$ cat src/rtl/uart_rx_pkg.sv
// Shared types and constants for the UART receive front-end.
package uart_rx_pkg;

    typedef enum logic [2:0] {IDLE, START, DATA, PARITY, STOP} rx_state_e;

    localparam logic PAR_EVEN = 1'b0;
    localparam logic PAR_ODD  = 1'b1;

endpackage

$ cat src/rtl/uart_rx_sampler.sv
// Per-bit tick counter, bit counter and 3-sample majority vote around mid-bit.
module uart_rx_sampler #(
    parameter int PRESC_W = 6,
    parameter int CNT_W   = 4
) (
    input  logic               clk,
    input  logic               rst,
    input  logic               start,
    input  logic               active,
    input  logic               rx_s,
    input  logic [PRESC_W-1:0] presc,
    output logic               bit_val,
    output logic               smp_done,
    output logic               bit_end,
    output logic [CNT_W-1:0]   bit_cnt
);

    logic [PRESC_W-1:0] edge_cnt_q, edge_cnt_d;
    logic [PRESC_W-1:0] half;
    logic [CNT_W-1:0]   bit_cnt_q, bit_cnt_d;
    logic               smp_a_q, smp_a_d;
    logic               smp_b_q, smp_b_d;

    assign half    = presc >> 1;
    assign bit_cnt = bit_cnt_q;
    // Third vote is the live input at tick H+1, so the decision is ready that cycle.
    assign bit_val = (smp_a_q & smp_b_q) | (smp_a_q & rx_s) | (smp_b_q & rx_s);

    always_comb begin
        edge_cnt_d = edge_cnt_q;
        bit_cnt_d  = bit_cnt_q;
        smp_a_d    = smp_a_q;
        smp_b_d    = smp_b_q;
        bit_end    = active && (edge_cnt_q == presc - PRESC_W'(1));
        smp_done   = active && (edge_cnt_q == half + PRESC_W'(1));

        // The start-detect cycle is tick 0, so the first counted cycle is tick 1.
        if (start) begin
            edge_cnt_d = PRESC_W'(1);
            bit_cnt_d  = '0;
        end else if (!active) begin
            edge_cnt_d = '0;
            bit_cnt_d  = '0;
        end else if (bit_end) begin
            edge_cnt_d = '0;
            bit_cnt_d  = bit_cnt_q + CNT_W'(1);
        end else begin
            edge_cnt_d = edge_cnt_q + PRESC_W'(1);
        end

        if (active && (edge_cnt_q == half - PRESC_W'(1))) smp_a_d = rx_s;
        if (active && (edge_cnt_q == half))               smp_b_d = rx_s;
    end

    always_ff @(posedge clk) begin
        if (rst) begin
            edge_cnt_q <= '0;
            bit_cnt_q  <= '0;
            smp_a_q    <= 1'b1;
            smp_b_q    <= 1'b1;
        end else begin
            edge_cnt_q <= edge_cnt_d;
            bit_cnt_q  <= bit_cnt_d;
            smp_a_q    <= smp_a_d;
            smp_b_q    <= smp_b_d;
        end
    end

endmodule

$ cat src/rtl/uart_rx_frame.sv
// UART receive deframer: synchroniser, frame FSM, parity/stop checks and output strobes.
module uart_rx_frame
    import uart_rx_pkg::*;
#(
    parameter int DATA_WIDTH = 8,
    parameter int PRESC_W    = 6
) (
    input  logic                  UART_CLK,
    input  logic                  RST,
    input  logic                  RX_IN,
    input  logic [PRESC_W-1:0]    Prescale,
    input  logic                  PAR_EN,
    input  logic                  PAR_TYP,
    output logic [DATA_WIDTH-1:0] P_Data,
    output logic                  RX_Valid,
    output logic                  Par_Err,
    output logic                  Stp_Err
);

    localparam int CNT_W = $clog2(DATA_WIDTH + 4);

    rx_state_e             state_q, state_d;
    logic                  rx_meta_q, rx_meta_d, rx_s_q, rx_s_d;
    logic [PRESC_W-1:0]    presc_q, presc_d;
    logic                  par_en_q, par_en_d, par_typ_q, par_typ_d;
    logic                  perr_q, perr_d;
    logic [DATA_WIDTH-1:0] data_q, data_d, p_data_q, p_data_d;
    logic                  rx_valid_q, rx_valid_d, par_err_q, par_err_d, stp_err_q, stp_err_d;
    logic                  smp_start, active, bit_val, smp_done, bit_end, exp_par;
    logic [CNT_W-1:0]      bit_cnt;

    assign active = (state_q != IDLE);

    uart_rx_sampler #(.PRESC_W(PRESC_W), .CNT_W(CNT_W)) u_sampler (
        .clk      (UART_CLK),
        .rst      (RST),
        .start    (smp_start),
        .active   (active),
        .rx_s     (rx_s_q),
        .presc    (presc_q),
        .bit_val  (bit_val),
        .smp_done (smp_done),
        .bit_end  (bit_end),
        .bit_cnt  (bit_cnt)
    );

    always_comb begin
        rx_meta_d  = RX_IN;
        rx_s_d     = rx_meta_q;
        state_d    = state_q;
        presc_d    = presc_q;
        par_en_d   = par_en_q;
        par_typ_d  = par_typ_q;
        perr_d     = perr_q;
        data_d     = data_q;
        p_data_d   = p_data_q;
        rx_valid_d = 1'b0;
        par_err_d  = 1'b0;
        stp_err_d  = 1'b0;
        smp_start  = 1'b0;
        exp_par    = (^data_q) ^ (par_typ_q == PAR_ODD);

        unique case (state_q)
            IDLE: if (!rx_s_q) begin
                state_d   = START;
                smp_start = 1'b1;
                presc_d   = Prescale;
                par_en_d  = PAR_EN;
                par_typ_d = (PAR_TYP == PAR_ODD) ? PAR_ODD : PAR_EVEN;
                perr_d    = 1'b0;
            end
            START: begin
                if (smp_done && bit_val) state_d = IDLE;
                else if (bit_end)        state_d = DATA;
            end
            DATA: begin
                if (smp_done) data_d = {bit_val, data_q[DATA_WIDTH-1:1]};
                if (bit_end && (bit_cnt == CNT_W'(DATA_WIDTH)))
                    state_d = par_en_q ? PARITY : STOP;
            end
            PARITY: begin
                if (smp_done && (bit_val != exp_par)) begin
                    par_err_d = 1'b1;
                    perr_d    = 1'b1;
                end
                if (bit_end) state_d = STOP;
            end
            STOP: begin
                // RX_Valid is a one-cycle strobe with no ready; P_Data holds until the next strobe.
                if (smp_done) begin
                    state_d = IDLE;
                    if (!bit_val) begin
                        stp_err_d = 1'b1;
                    end else if (!perr_q) begin
                        p_data_d   = data_q;
                        rx_valid_d = 1'b1;
                    end
                end else if (bit_end) begin
                    state_d = IDLE;
                end
            end
            default: state_d = IDLE;
        endcase
    end

    always_ff @(posedge UART_CLK) begin
        if (RST) begin
            state_q    <= IDLE;
            rx_meta_q  <= 1'b1;
            rx_s_q     <= 1'b1;
            presc_q    <= '0;
            par_en_q   <= 1'b0;
            par_typ_q  <= 1'b0;
            perr_q     <= 1'b0;
            data_q     <= '0;
            p_data_q   <= '0;
            rx_valid_q <= 1'b0;
            par_err_q  <= 1'b0;
            stp_err_q  <= 1'b0;
        end else begin
            state_q    <= state_d;
            rx_meta_q  <= rx_meta_d;
            rx_s_q     <= rx_s_d;
            presc_q    <= presc_d;
            par_en_q   <= par_en_d;
            par_typ_q  <= par_typ_d;
            perr_q     <= perr_d;
            data_q     <= data_d;
            p_data_q   <= p_data_d;
            rx_valid_q <= rx_valid_d;
            par_err_q  <= par_err_d;
            stp_err_q  <= stp_err_d;
        end
    end

    assign P_Data   = p_data_q;
    assign RX_Valid = rx_valid_q;
    assign Par_Err  = par_err_q;
    assign Stp_Err  = stp_err_q;

endmodule
$ cat config.mk
export PLATFORM = sky130hd
export DESIGN_NAME = uart_rx_frame
export DESIGN_NICKNAME = d
export VERILOG_FILES = /design/src/rtl/uart_rx_pkg.sv /design/src/rtl/uart_rx_sampler.sv /design/src/rtl/uart_rx_frame.sv
export SDC_FILE = /design/constraint.sdc
export NUM_CORES = 1
export LEC_CHECK = 0
export CORE_MARGIN = 2
export CORE_UTILIZATION = 50
export DETAILED_ROUTE_END_ITERATION = 7
export PLACE_DENSITY = 0.8
export SYNTH_ARGS = -nofsm -noshare
export SYNTH_HDL_FRONTEND = slang
export SYNTH_SLANG_ARGS = --single-unit
$ cat constraint.sdc
create_clock -name UART_CLK -period 3.4 [get_ports UART_CLK]
set_input_delay 0.68 -clock UART_CLK [delete_from_list [all_inputs] [get_ports UART_CLK]]
set_output_delay 0.68 -clock UART_CLK [all_outputs]
set_load 0.02 [all_outputs]
==> qor_table.md <==
| Result | This run |
| --- | --- |
| Unrepaired setup endpoints after global routing | false |
| Fill count | 413 |
| Internal power summed over all cells | 715 uW |
| Via-per-instance ratio | 5.41 |
| Later-pin clock latency in the skew report | 300 ps |
| DIE AREA | 5430 um2 |
| GPL Wtd Cong | 0.806 |
| Maximum buffer depth of the clock tree | 2 |
| Fraction of power spent switching nets | 25.4% |
| Worst endpoint data arrival time | 2630 ps |
| FMAX | 411 MHz |
| Cts repair resizes | 0 |
| Status | complete, no violations |
| Switching Power | 243 uW |
| Net total in the final layout | 303 |
| Yosys top cell area share | 37.1% |
| Commonest cells in the synthesized netlist | sky130_fd_sc_hd__dfxtp_1 (45), sky130_fd_sc_hd__nor2_1 (38), sky130_fd_sc_hd__nand2_1 (24) |
| Detailed-placement wirelength estimate | 3350 um |
| Total track usage | 19.5% |
| Highest net fanout along the worst path | 10 |
| Initial antenna violation count | 0 |
| Total of warnings raised by yosys | 0 |
| GR Overflow Total | 0 |
| Worst slack on hold paths | 417 ps |
| Type of destination of the critical path | register |
| Final routed wire length divided by cell count | 13.9 um |
| Hold-fix buffers at CTS | 0 |
| Area grow syn2layout | 13.0% |
| Global-route wire length before repair | 8070 um |
| Actual transition at the worst max-transition pin | 636 ps |
| Drt first pass iters | 4 |
| Combinational group share of total power | 8.6% |
| Count of endpoints failing setup in the final report | 0 |
| Number of buffers added by the clock tree synthesis step | 5 |
| TritonCTS clock tree | done |
| Worst Hold Endpoint | rx_s_q |
| Critical Path RT | 3590 ps |
| Count of flip-flops with a built-in enable after synthesis | 0 |
| Worst hold stages | 1 |
| Utilization after layout | 58.5% |
| Setup bufs post-CTS | 0 |
| Depth of the worst register-to-register path | 8 |
| Post-synthesis instance area | 2430 um2 |
| Minimum clock period after layout | 2430 ps |
| Post-CTS clock slew at the launch and capture registers of the worst setup and hold paths | 90 ps |
| Final worst slack | 965 ps |
| Sequential share of power | 56.7% |
| Post-Synthesis Mean Instance Area | 8.99 um2 |
| Post-synth ARST share | 0% |
| Largest net degree at the start of global routing | 29 |
| Share of post-route cells with drive strength above 1 | 7.34% |
| Most frequent cell after synthesis | sky130_fd_sc_hd__dfxtp_1 |
| Pre-CTS worst setup slack | 1020 ps |
| Via count of the routed design | 1840 |
| Capturing point of the worst reg2reg path | u_sampler.edge_cnt_q[5] |
| Via count of the first global-routing pass | 1698 |
| Start point of the critical path | presc_q[2] |
| Syn Nets | 288 |
| Hold Crit Class | reg2reg |
| Detailed router's first-iteration violation count | 110 |
| Share of total power in the clock network | 34.7% |
| Synth area leaders | sky130_fd_sc_hd__dfxtp_1 (37%), sky130_fd_sc_hd__mux2i_1 (7.8%), sky130_fd_sc_hd__xnor2_1 (7.6%) |
| Final-report hold violation count | 0 |
| Setup TNS | 0 ps |
| Fin crit share | 71.6% |
| Area of combinational cells with multiple inputs | 1440 um2 |
| Number of H-tree branching levels | 2 |
| R2R Path Start | presc_q[2] |
| Worst slew margin relative to its limit | 57.3% |
| Placeable core region | 4690 um2 |
| Startpoint of the lowest-slack hold path | rx_meta_q |
| Proportion of synthesized chip area in sequential cells | 37.1% |
| Post-detailed-routing wire length | 4730 um |
| Count of clock tree sinks | 45 |
| Clock skew | 3.34 ps |
| Max VDD drop | 0.194 mV |
| Initial core utilization | 51.7% |
| Sequential cell area | 901 um2 |
| Number of different library cells in the post-synthesis netlist | 52 |
| Count of maximum capacitance violations | 0 |
| Chip Height | 73.7 um |
| Top-Level Pins | 22 |
| Register bit total from synthesis | 45 |
| Top_reg_cell synth | sky130_fd_sc_hd__dfxtp_1 |
| Post-route antenna net violation count | 0 |
| Leakage power | 0.00110 uW |
| Max-slew violations | 0 |
| Worst Setup Path Type | reg2reg |
| Die X-Extent | 73.7 um |
| Critical path launch point type | register |
| Drc violations | 0 |
| Slack of the worst reg-to-reg path | 970 ps |
| Root buffer selected by CTS | sky130_fd_sc_hd__clkbuf_8 |
| Cell accounting for the most synthesized area | sky130_fd_sc_hd__dfxtp_1 |
| Gate count after technology mapping | 270 |
| Num rows | 25 |
| Count of buffers inserted at the top-level ports | 21 |
| Cell Pwr Density | 349 nW/um2 |
| Number of diodes | 0 |
[worst max path at each step]
| stage | slack, ps | cells past startpoint | end |
|---|---|---|---|
| after CTS | 980 | 8 | u_sampler.edge_cnt_q[5] |
| after global routing | 750 | 8 | u_sampler.edge_cnt_q[5] |
| final | 970 | 8 | u_sampler.edge_cnt_q[5] |
| after floorplan | 1270 | 9 | state_q[1] |
| after global placement | 1090 | 8 | u_sampler.edge_cnt_q[4] |
| after detailed placement | 1020 | 8 | u_sampler.edge_cnt_q[5] |
[cells by family after synthesis]
family / count (synthesis) / share of synthesized area (%)
DFF: 45 / 37.1
adders and majority gates: 8 / 4.02
xor gates and xnor gates: 35 / 12.6
and+or+nand+nor: 111 / 25.5
buffers and inverters: 22 / 3.71
AOI/OAI and AO/OA: 30 / 9.18
muxes: 19 / 7.84
[cells in the final DEF (no fill, tap or decap), drive strengths merged, types with 5 or more instances in the layout]
cell type and count:
xor2 14, nand2 25, clkdlybuf4s50 21, mux2i 19, ha 7, nor2 38
nand2b 6, xnor2 21, dfxtp 45, clkbuf 5, inv 8, a21oi 13
nand3 10
[per-layer routing]
layer  vias to the layer above  track usage [%]  part of all wire (%)  wire, um
met5                         -                0                     0         0
li1                        948                -                     -         -
met2                        33             29.6                    47      2220
met1                       853             26.8                    47      2250
met4                         0             8.08                   1.8        85
met3                         6             4.39                   3.8       179
[worst max-delay path: stages, from the launching register on]
cell                       delay, ps
sky130_fd_sc_hd__dfxtp_1         530
sky130_fd_sc_hd__inv_1           150
sky130_fd_sc_hd__ha_1            240
sky130_fd_sc_hd__nor2b_1         160
sky130_fd_sc_hd__nand3b_1        140
sky130_fd_sc_hd__xnor2_1         140
sky130_fd_sc_hd__nor4_4          620
sky130_fd_sc_hd__or2_1           270
sky130_fd_sc_hd__nor2_1           80
[per-stage QoR]
| step | total power, uW | std cells | instance area, um2 |
|---|---|---|---|
| final | 958 | 340 | 2740 |
| after global routing | 1000 | 340 | 2740 |
| after CTS | 968 | 340 | 2740 |
| after detailed placement | 636 | 332 | 2650 |
| after global placement | 635 | 332 | 2650 |
| after floorplan | 612 | 270 | 2430 |
[layout make-up]
type	count	area share (%)
clock buffer	5	2.51
clock inverter	3	0.821
inverter	8	1.09
multi-input combinational	203	52.3
sequential	45	32.8
tap	54	2.46
timing repair buffer	22	7.94
[state kept, by name, indices dropped and copies added, names as in the netlist]
name / flops
rx_meta_q: 1
data_q: 8
par_en_q: 1
Par_Err: 1
u_sampler.bit_cnt: 4
presc_q: 6
u_sampler.edge_cnt_q: 6
u_sampler.smp_b_q: 1
perr_q: 1
Stp_Err: 1
u_sampler.smp_a_q: 1
RX_Valid: 1
rx_s_q: 1
state_q: 3
par_typ_q: 1
P_Data: 8
[power by group through the flow]
stage          logic (uW)  clock network, uW  registers [uW]
6_report             82.0                333             543
5_1_grt              90.0                369             545
2_1_floorplan        63.1                  0             549
4_1_cts              82.0                343             543
3_3_place_gp         79.4                  0             555
3_5_place_dp         80.8                  0             556
No activity file was read; power rests on OpenSTA's default activity.
